--- config.mk ---
export PLATFORM = sky130hd
export DESIGN_NAME = reflet_debug_loader
export DESIGN_NICKNAME = d
export VERILOG_FILES = /design/src/rtl/reflet_debug_loader.sv
export SDC_FILE = /design/constraint.sdc
export NUM_CORES = 1
export LEC_CHECK = 0
export ABC_AREA = 1
export CAP_MARGIN = 20
export CORE_MARGIN = 2
export CORE_UTILIZATION = 25
export DETAILED_ROUTE_END_ITERATION = 12
export PLACE_DENSITY = 0.39
export SLEW_MARGIN = 20
export SYNTH_ARGS = -nofsm -noshare
export SYNTH_HDL_FRONTEND = slang
export SYNTH_SLANG_ARGS = --single-unit
--- constraint.sdc ---
create_clock -name clk -period 2.2 [get_ports clk]
set_input_delay 0.44 -clock clk [delete_from_list [all_inputs] [get_ports clk]]
set_output_delay 0.44 -clock clk [all_outputs]
set_load 0.005 [all_outputs]
--- src/rtl/reflet_debug_loader.sv ---
// UART byte receiver that assembles little-endian words for the debug loader.
// Flags a partial word via 'receiving' so the controller can hold the CPU.
module reflet_debug_loader #(
  parameter int wordsize     = 16,
  parameter int clk_freq     = 1000000,
  parameter int baud_rate    = 9600,
  parameter int timeout_bits = 40
) (
  input  logic                clk,
  input  logic                reset,
  input  logic                enable,
  input  logic                rx,
  output logic [wordsize-1:0] word_out,
  output logic                word_valid,
  input  logic                word_ack,
  output logic                receiving,
  output logic                frame_error,
  output logic                overrun
);
  localparam int D  = clk_freq / baud_rate;
  localparam int H  = D / 2;
  localparam int HS = (H > 0) ? H - 1 : 0;
  localparam int N  = wordsize / 8;
  localparam int KW = (N > 1) ? $clog2(N) : 1;
  localparam int CW = (D > 1) ? $clog2(D) : 1;
  localparam int TO = timeout_bits * D;
  localparam int TW = $clog2(TO + 1);

  localparam logic [1:0] S_IDLE  = 2'd0;
  localparam logic [1:0] S_START = 2'd1;
  localparam logic [1:0] S_DATA  = 2'd2;
  localparam logic [1:0] S_STOP  = 2'd3;

  logic [1:0]          sync;
  logic                rx_s;
  logic [1:0]          state;
  logic                armed;
  logic [CW-1:0]       cnt;
  logic [2:0]          bit_idx;
  logic [7:0]          rx_byte;
  logic [KW-1:0]       k;
  logic [TW-1:0]       tcnt;
  logic [wordsize-1:0] assembly, assembly_nxt;

  assign rx_s = sync[1];

  // Assembly register with the just-received byte dropped into slot k.
  always_comb begin
    assembly_nxt = assembly;
    for (int i = 0; i < N; i++)
      if (k == KW'(i)) assembly_nxt[8*i +: 8] = rx_byte;
  end

  always_ff @(posedge clk or posedge reset) begin
    if (reset) begin
      sync        <= 2'b11;
      state       <= S_IDLE;
      armed       <= 1'b0;
      cnt         <= '0;
      bit_idx     <= '0;
      rx_byte     <= '0;
      k           <= '0;
      tcnt        <= '0;
      assembly    <= '0;
      word_out    <= '0;
      word_valid  <= 1'b0;
      receiving   <= 1'b0;
      frame_error <= 1'b0;
      overrun     <= 1'b0;
    end else begin
      sync        <= {sync[0], rx};
      frame_error <= 1'b0;
      overrun     <= 1'b0;
      if (enable) begin
        if (word_valid && word_ack) word_valid <= 1'b0;

        // Partial word abandoned if the line stays quiet too long between bytes.
        if (state == S_IDLE && k != '0) begin
          if (tcnt == TW'(TO - 1)) begin
            k         <= '0;
            receiving <= 1'b0;
            tcnt      <= '0;
          end else begin
            tcnt <= tcnt + TW'(1);
          end
        end else begin
          tcnt <= '0;
        end

        case (state)
          S_IDLE: begin
            // Arming on a high line keeps a low stop bit from retriggering.
            if (!armed) armed <= rx_s;
            else if (!rx_s) begin
              state <= S_START;
              cnt   <= '0;
              armed <= 1'b0;
            end
          end
          S_START: begin
            if (cnt == CW'(HS)) begin
              cnt <= '0;
              if (rx_s) state <= S_IDLE;
              else begin
                state     <= S_DATA;
                bit_idx   <= '0;
                receiving <= 1'b1;
              end
            end else cnt <= cnt + CW'(1);
          end
          S_DATA: begin
            if (cnt == CW'(D - 1)) begin
              cnt     <= '0;
              rx_byte <= {rx_s, rx_byte[7:1]};
              if (bit_idx == 3'd7) state <= S_STOP;
              else bit_idx <= bit_idx + 3'd1;
            end else cnt <= cnt + CW'(1);
          end
          default: begin
            if (cnt == CW'(D - 1)) begin
              cnt   <= '0;
              state <= S_IDLE;
              if (rx_s) begin
                assembly <= assembly_nxt;
                if (k == KW'(N - 1)) begin
                  word_out   <= assembly_nxt;
                  word_valid <= 1'b1;
                  overrun    <= word_valid && !word_ack;
                  k          <= '0;
                  receiving  <= 1'b0;
                end else begin
                  k <= k + KW'(1);
                end
              end else begin
                frame_error <= 1'b1;
              end
            end else cnt <= cnt + CW'(1);
          end
        endcase
      end
    end
  end
endmodule
### After elaboration in Yosys (flattened, before gate mapping)

Index checks and enable logic that the tools add are counted.

| word-level totals | value |
|---|---|
| output and inout port bits | 20 |
| input port bits | 5 |
| register bits | 73 |

| cells by class | value |
|---|---|
| add/subtract/negate cells | 4 |
| bitwise operators | 1 |
| reduce and logical (&&, ||, !) cells | 16 |
| mux-type cells | 52 |
| equal/unequal tests | 13 |

Operators by type and width:

| cell | count |
|---|---|
| 2-to-1 mux 1 bit | 29 |
| 2-to-1 mux 7 bit | 4 |
| 2-to-1 mux 13 bit | 2 |
| 2-to-1 mux 8 bit | 2 |
| 2-to-1 mux 2 bit | 7 |
| inequality test 2 bit, second input constant | 7 |
| one-hot mux 7 bit (2 select lines) | 1 |
| adder 13 x 1 -> 13 bit, second input constant | 1 |
| equality test 13 bit, second input constant | 1 |
| 2-to-1 mux 3 bit | 4 |
| adder 7 x 1 -> 7 bit, second input constant | 1 |
| equality test 7 x 6 -> 1 bit, second input constant | 1 |
| equality test 7 bit, second input constant | 1 |
| AND reduction 7 bit | 1 |
| one-hot mux 2 bit (3 select lines) | 1 |
| one-hot mux 3 bit (2 select lines) | 1 |
| AND reduction 3 bit | 2 |
| AND reduction 6 bit | 1 |
| AND reduction 5 bit | 1 |
| AND reduction 4 bit | 1 |
| adder 3 x 1 -> 3 bit, second input constant | 1 |
| equality test 3 bit, second input constant | 1 |
| logical AND 1 bit | 3 |
| nonzero test 3 bit | 1 |
| other kinds (11) | 11 |

### Depth between registers and ports, before layout

Gate-level depths: netlist of run 1.

| logic depth | value |
|---|---|
| word-level depth | 7 |
| depth in mapped cells | 9 |
| mapped depth without buffers | 9 |

### Worst setup path after synthesis of run 1

No wires, ideal clock.

| timing | value |
|---|---|
| path type | reg2reg |
| start point | register sync[1] |
| end point | register receiving |
| arrival | 1,342 ps |
| slack | 733 ps |
| setup time | 126 ps |
| buffers on the path | 1 |
| stages on the path, launching flop included | 7 |
| period minus slack after synthesis | 1,467 ps |
| path through | dfstp_2 -> inv_1 -> nor3_4 -> nand2_4 -> buf_6 -> nand3_2 -> o31ai_1 |

| between the ends | value |
|---|---|
| longest elaborated chain between the ends | 3 |
| elaborated cells on any way between the ends | 5 |

Ends and longest elaborated chain:

| element | RTL line | RTL |
|---|---|---|
| from (decl) | 34 | `logic [1:0] sync;` |
| from (signal assigned) | 71 | `sync <= {sync[0], rx};` |
| 2-to-1 mux 1 bit (on tied branches) | 123, 103 |  |
| 2-to-1 mux 1 bit (on tied branches) | 120, 101 |  |
| one-hot mux 1 bit (2 select lines) (*) | 90 | `case (state)` |
| to (signal assigned) | 81 | `receiving <= 1'b0;` |
| to (signal assigned) | 107 | `receiving <= 1'b1;` |
| to (signal assigned) | 130 | `receiving <= 1'b0;` |
| to (decl) | 16 | `output logic receiving,` |

Every way passes the cells marked *; elsewhere a longest branch is shown, timed or not.
A chain may end at the register's enable or synchronous reset.

### Final worst setup path of run 1

| timing | value |
|---|---|
| start point | register cnt[1] |
| end point | register state[1] |

| between the ends | value |
|---|---|
| longest elaborated chain between the ends | 3 |
| elaborated cells on any way between the ends | 6 |

Ends and longest elaborated chain:

| element | RTL line | RTL |
|---|---|---|
| from (decl) | 38 | `logic [CW-1:0] cnt;` |
| from (signal assigned) | 109 | `end else cnt <= cnt + CW'(1);` |
| from (signal assigned) | 117 | `end else cnt <= cnt + CW'(1);` |
| from (signal assigned) | 137 | `end else cnt <= cnt + CW'(1);` |
| equality test 7 bit / equality test 7 x 6 -> 1 bit (equally long branches) | 112, 120, 101 |  |
| inequality test 2 bit (no source line) / nonzero test 3 bit (equally long branches) | - |  |
| AND reduction 7 bit (no source line) (*) | - |  |
| to (signal assigned) | 105 | `state <= S_DATA;` |
| to (signal assigned) | 115 | `if (bit_idx == 3'd7) state <= S_STOP;` |
| to (signal assigned) | 122 | `state <= S_IDLE;` |
| to (decl) | 36 | `logic [1:0] state;` |

Marked as above.

==> results_dict.tcl, run 1 <==
set metrics [dict create \
    rows 40 \
    holdWs_ns 0.356 \
    synth.largest_area_cell "dfrtp_1" \
    drt-wirelength-per-cell_um 12.1 \
    ff2ff_setup_slack_ns 0.43 \
    first_pass_iters 4 \
    ys_ff_latch 65 \
    grt_pass1_wl_mm 11.7 \
    maxCapViolations 0 \
    io-pin-count 25 \
    hold_viol_final 0 \
    hp-start "sync[0]$_DFF_PP1_" \
    cpPeakStageDelay_ns 0.38 \
    hpwlAfterDp_mm 4.56 \
    tritoncts "yes" \
    die_y_um 114 \
    nFillCells 1263 \
    syn_area_um2 3050 \
    p_leak_uw 0.00184 \
    dpl_worst_slack_ns 0.116 \
    cp-end-kind "flip-flop" \
    drive_above_1_share_pct 10.8 \
    worst_pin_slew_ns 0.365 \
    start_util_pct 25.5 \
    clkPwrFrac_pct 42.5 \
    path_buf_inv 1 \
    rsz0062_at_grt "false" \
    crit_top_cell "nand2_1" \
    synth_ff_type "dfrtp_1" \
    portBuffers 24 \
    cp.arrival_ns 2.03 \
    clock-sinks 65 \
    crit_slowest_cell "dfrtp_1" \
    dieArea_um2 13100 \
    dp_cells 519 \
    required_ns 2.46 \
    core_area_um2 12000 \
    synth_top_family_by_area "simple AND/OR/NAND/NOR gates" \
    setup_ws_ns 0.427 \
    avgViaCountPerCell 4.25 \
    min_period_ns 1.77 \
    clk_latency_ns 0.33 \
    root_buffer "clkbuf_16" \
    clock_skew_ns 0.00528 \
    worstHoldPathType "flip-flop to flip-flop" \
    crit_type "flip-flop to flip-flop" \
    diodes 0 \
    fin_setup_tns_ns 0 \
    synth_xor_area_share_pct 1.73 \
    r2r_cells 9 \
    async_flop_share_pct 100 \
    r2r-end "state[1]$_DFFE_PP0P_" \
    p_switching_uw 938 \
    cts_repair_resize_count 0 \
    synth_mux_area_share_pct 0 \
    grt_usage_pct 11.4 \
    synth.avg_cell_area_um2 8.73 \
    slew_headroom_pct 75.7 \
    synthCells 349 \
    ys_seq_area_share_pct 53.5 \
    grt_overflow 0 \
    vdd_drop_max_mv 0.331 \
    drv_slew 0 \
    setup_viol 0 \
    ant_nets 0 \
    wl_mm 6.47 \
    synthAdderAreaFrac_pct 1.64 \
    via_count 2276 \
    cts.clk_slew.worst_paths_ns 0.06 \
    synth_compound_area_share_pct 10.7 \
    power_frac_comb_pct 14.9 \
    cp_top_family "simple AND/OR/NAND/NOR gates" \
    ys_types 30 \
    p_per_area_nw_per_um2 869 \
    cts_max_level 3 \
    holdBufCountCts 0 \
    fin_cells 535 \
    min_path_cells 0 \
    post-cts-setup-buffer-count 0 \
    fmax_mhz 564 \
    r2r-start "cnt[1]$_DFFE_PP0P_" \
    grt_max_degree 66 \
    path_cells "ha_1 > inv_1 > nor2_1 > nand3_1 > nand2_1 > nand2_1 > nor2_1 > nand3_1 > nand2_1" \
    startpoint_type "flip-flop" \
    drc_errors 0 \
    die_w_um 114 \
    finalNetCount 392 \
    cts_inserted_buffers 9 \
    status "finished, final reports clean" \
    area_delta_synth_final_pct 23.5 \
    synth_edf_count 0 \
    synth-simple-area-share_pct 25.4 \
    synth.area.top_cells "dfrtp_1 52%, nand2_1 9.6%, nor2_1 6.7%" \
    synth_warnings 0 \
    period_share_pct 80.6 \
    grt_pass1_vias 2349 \
    whs_endpoint "sync[1]$_DFF_PP1_" \
    cp_max_fo 5 \
    p_int_uw 2330 \
    swShare_pct 28.7 \
    p_seq_share_pct 42.6 \
    first_iter_violations 78 \
    cts_buffer_depth 2 \
    syn_nets 358 \
    antenna_found_initial 0 \
    synth_top_area_share_pct 51.8 \
    place_congestion 0.784 \
]
==> cell usage in the layout (no fill, tap or decap), types with 4 or more instances in the layout <==
cell	netlist	final
ha_1	4	4
clkdlybuf4s50_1	0	24
nor2_1	54	54
nand3_1	19	19
buf_4	1	5
o21ai_0	23	23
a21oi_1	15	15
inv_1	40	39
nand4_1	5	5
xor2_1	5	5
o21ai_2	8	8
clkbuf_16	0	9
nand2_1	78	78
dfrtp_1	63	63
o21bai_1	5	5
==> power groups by stage <==
stage                     Sequential [uW]  Clock [uW]  Combinational [uW]
after floorplan                      1390           0                 377
after global placement               1420           0                 488
after detailed placement             1410           0                 494
after CTS                            1390        1430                 494
after global routing                 1410        1500                 577
final                                1390        1390                 487
==> worst max-delay path by stage <==
| stage | slack, ns | from | cells after the start | to |
|---|---|---|---|---|
| 2_1_floorplan | 0.14 | reset | 1 | armed$_DFFE_PP0P_ |
| 3_3_place_gp | 0.14 | enable | 7 | tcnt[7]$_DFFE_PP0P_ |
| 3_5_place_dp | 0.12 | enable | 7 | tcnt[7]$_DFFE_PP0P_ |
| 4_1_cts | 0.43 | cnt[1]$_DFFE_PP0P_ | 9 | state[1]$_DFFE_PP0P_ |
| 5_1_grt | 0.21 | cnt[1]$_DFFE_PP0P_ | 9 | state[1]$_DFFE_PP0P_ |
| 6_report | 0.43 | cnt[1]$_DFFE_PP0P_ | 9 | state[1]$_DFFE_PP0P_ |
==> final cells by class <==
class	count	area, um^2	area share (%)
well taps	147	184	4.89
clock inverters	5	56.3	1.50
clock buffers	11	233	6.19
multi-input cells	235	1200	32.0
flip-flops and latches	65	1630	43.3
inverters	42	158	4.19
repair buffers	30	298	7.92
==> logic make-up (layout without fill, tap and decap cells) <==
group / count (synthesis) / count (layout)
DFF: 65 / 65
and+or+nand+nor: 170 / 170
xor gates and xnor gates: 6 / 6
buffers and inverters: 49 / 88
adders and majority gates: 4 / 4
AOI/OAI and AO/OA: 55 / 55
==> worst register-to-register path: stages, from the launching register on <==
cell and delay, ns:
dfrtp_1 0.38, ha_1 0.18, inv_1 0.07, nor2_1 0.08, nand3_1 0.18, nand2_1 0.22
nand2_1 0.12, nor2_1 0.28, nand3_1 0.12, nand2_1 0.08
==> sequential cells by signal (all words and copies together) (netlist names), 2 cells and up <==
register  cells
assembly      8
bit_idx       3
cnt           7
rx_byte       8
state         2
sync          2
tcnt         13
word_out     16
==> per-stage QoR <==
step	utilization, %	cell area [um^2]	power [uW]
global placement	29.0	3470	1900
CTS	31.4	3760	3320
global route	31.4	3760	3490
floorplan	-	3050	1770
detailed placement	29.0	3470	1910
finish	31.4	3760	3270
==> Yosys cell counts (3+ instances only) <==
library cell and n:
nand3_2 3, ha_1 4, o21bai_1 5, dfrtp_1 63, nor2_4 3, a21oi_1 15, nand4_1 5, o21ai_2 8
buf_6 3, o21ai_0 23, nor3_1 3, xor2_1 5, nand3_1 19, nand2_1 78, inv_1 40, nor2_1 54
==> layer usage <==
| layer | part of all wire [%] | track usage, % |
|---|---|---|
| met1 | 53 | 16.5 |
| met2 | 42 | 15.9 |
| met3 | 3.0 | 3.18 |
| met4 | 2.1 | 5.04 |
| met5 | 0 | 0 |
No activity file was read; power rests on OpenSTA's default activity.
==> run 2: changes to the inputs <==
clock period = 1.8 ns   (was 2.2 ns; I/O delays follow)
==> results_dict.tcl, run 2 (same netlist as run 1, synthesis figures left out) <==
set metrics [dict create \
    cpPeakStageDelay_ns 0.37 \
    crit_type "flip-flop to flip-flop" \
    swShare_pct 27.9 \
    portBuffers 24 \
    first_iter_violations 87 \
    tritoncts "yes" \
    vdd_drop_max_mv 0.534 \
    p_int_uw 3100 \
    grt_pass1_wl_mm 11.4 \
    fin_util_pct 33.1 \
    cp.arrival_ns 1.82 \
    place_congestion 0.725 \
    holdWs_ns 0.355 \
    cp_top_family "simple AND/OR/NAND/NOR gates" \
    fmax_mhz 617 \
    power_frac_comb_pct 15.6 \
    diodes 0 \
    maxCapViolations 0 \
    grt_overflow 0 \
    period_share_pct 90.0 \
    grt_max_degree 28 \
    cp_max_fo 17 \
    worstHoldPathType "flip-flop to flip-flop" \
    drc_errors 0 \
    cp-end-kind "flip-flop" \
    setup_ws_ns 0.181 \
    status "finished, final reports clean" \
    fin_cells 552 \
    p_switching_uw 1200 \
    post-cts-setup-buffer-count 0 \
    finalNetCount 409 \
    die_y_um 114 \
    cts_max_level 3 \
    grt_usage_pct 11.2 \
    setup_viol 0 \
    ant_nets 0 \
    largest_reg_flops 16 \
    multi_input_area_um2 1220 \
    p_per_area_nw_per_um2 1080 \
    via_count 2330 \
    area_delta_synth_final_pct 30.1 \
    clk_latency_ns 0.33 \
    dp_cells 536 \
    required_ns 2.00 \
    worst_pin_slew_ns 0.417 \
    start_util_pct 25.5 \
    hold_viol_final 0 \
    drv_slew 0 \
    final_cell_mix "78 x nand2_1, 63 x dfrtp_1, 54 x nor2_1" \
    slew_headroom_pct 72.1 \
    rsz0062_at_grt "false" \
    layout_commonest_cell "nand2_1" \
    dpl_worst_slack_ns -0.145 \
    reg.largest.list "word_out: 16 flops, tcnt: 13 flops" \
    antenna_found_initial 0 \
    startpoint_type "flip-flop" \
    die_w_um 114 \
    hpwlAfterDp_mm 4.79 \
    min_period_ns 1.62 \
    drive_above_1_share_pct 15.1 \
    p_leak_uw 0.00193 \
    path_buf_inv 2 \
    seqCellArea_um2 1630 \
    drt-wirelength-per-cell_um 12.0 \
    root_buffer "clkbuf_16" \
    cts_inserted_buffers 9 \
    cts_buffer_depth 2 \
    cts.clk_slew.worst_paths_ns 0.06 \
    fin_setup_tns_ns 0 \
    clkPwrFrac_pct 44.8 \
    clock_skew_ns 0.00741 \
    nFillCells 1251 \
    rows 40 \
    grt_pass1_vias 2257 \
    top_register "word_out" \
    first_pass_iters 4 \
    avgViaCountPerCell 4.22 \
    io-pin-count 25 \
    dieArea_um2 13100 \
    path_cells "ha_1 > nand2_1 > buf_4 > nor2_8 > nand3b_4 > nor2_4 > buf_12 > o21ai_0" \
    clock-sinks 65 \
    wl_mm 6.64 \
    crit_slowest_cell "dfrtp_1" \
    core_area_um2 12000 \
    p_seq_share_pct 39.6 \
]
## run 2: changes by cell type in the layout (fill, tap and decap cells not counted)
cell	before	now
buf_12	1	2
buf_4	5	21
bufinv_16	1	2
clkbuf_1	2	0
clkbuf_8	0	1
clkinv_2	2	1
clkinvlp_4	1	2
inv_2	1	0
inv_6	0	1
nand2_4	1	0
nand2_8	0	1
nand3_2	3	2
nand3_4	0	1
## run 2: path summary, 6_finish.rpt
check	startpoint	slack (ns)	depth (start not counted)	end
max in group asynchronous	reset	0.94	3	assembly[7]$_DFFE_PP0P_
worst min-delay path	sync[0]$_DFF_PP1_	0.35	0	sync[1]$_DFF_PP1_
worst max-delay path	cnt[0]$_DFFE_PP0P_	0.18	8	assembly[5]$_DFFE_PP0P_
worst min register to register	sync[0]$_DFF_PP1_	0.35	0	sync[1]$_DFF_PP1_
min in group asynchronous	reset	0.40	2	word_out[15]$_DFFE_PP0P_
worst max register to register	cnt[0]$_DFFE_PP0P_	0.18	8	assembly[5]$_DFFE_PP0P_
## run 2: per-stage QoR
step	cell area (um^2)	total power, uW
5_1_grt	3960	4560
4_1_cts	3950	4350
6_report	3960	4300
2_1_floorplan	3050	2160
3_3_place_gp	3620	2400
3_5_place_dp	3620	2400
## run 2: cell type report
class                           instances  area share (%)
Timing Repair Buffer                   47            11.1
Tap cell                              147            4.64
Sequential cell                        65            41.1
Multi-Input combinational cell        235            30.8
Inverter                               42            4.07
Clock inverter                          6            2.27
Clock buffer                           10            6.03
## run 2: worst reg2reg max path, cell delays in order (launching register included)
cell,delay [ns]
dfrtp_1,0.37
ha_1,0.19
nand2_1,0.07
buf_4,0.16
nor2_8,0.25
nand3b_4,0.12
nor2_4,0.11
buf_12,0.14
o21ai_0,0.08
## run 2: power by group through the flow
stage	clock network (uW)	logic (uW)	registers (uW)
after floorplan	0	462	1700
after global placement	0	677	1730
after detailed placement	0	679	1720
after CTS	1970	681	1700
after global routing	2040	797	1720
final	1930	670	1700
## run 2: repair_timing
item                                   in CTS  in global routing
hold buffers                                0                  0
resized for setup                           0                  2
endpoints found under the hold margin       0                  0
setup endpoints to repair                   0                  9
## run 2: layer usage
metal | up-vias | global-route usage [%] | part of all wire [%]
met5 | - | 0 | 0
met4 | 0 | 3.41 | 1.4
met2 | 39 | 16.2 | 42
met1 | 1064 | 16.6 | 54
met3 | 10 | 2.59 | 2.9
li1 | 1217 | - | -
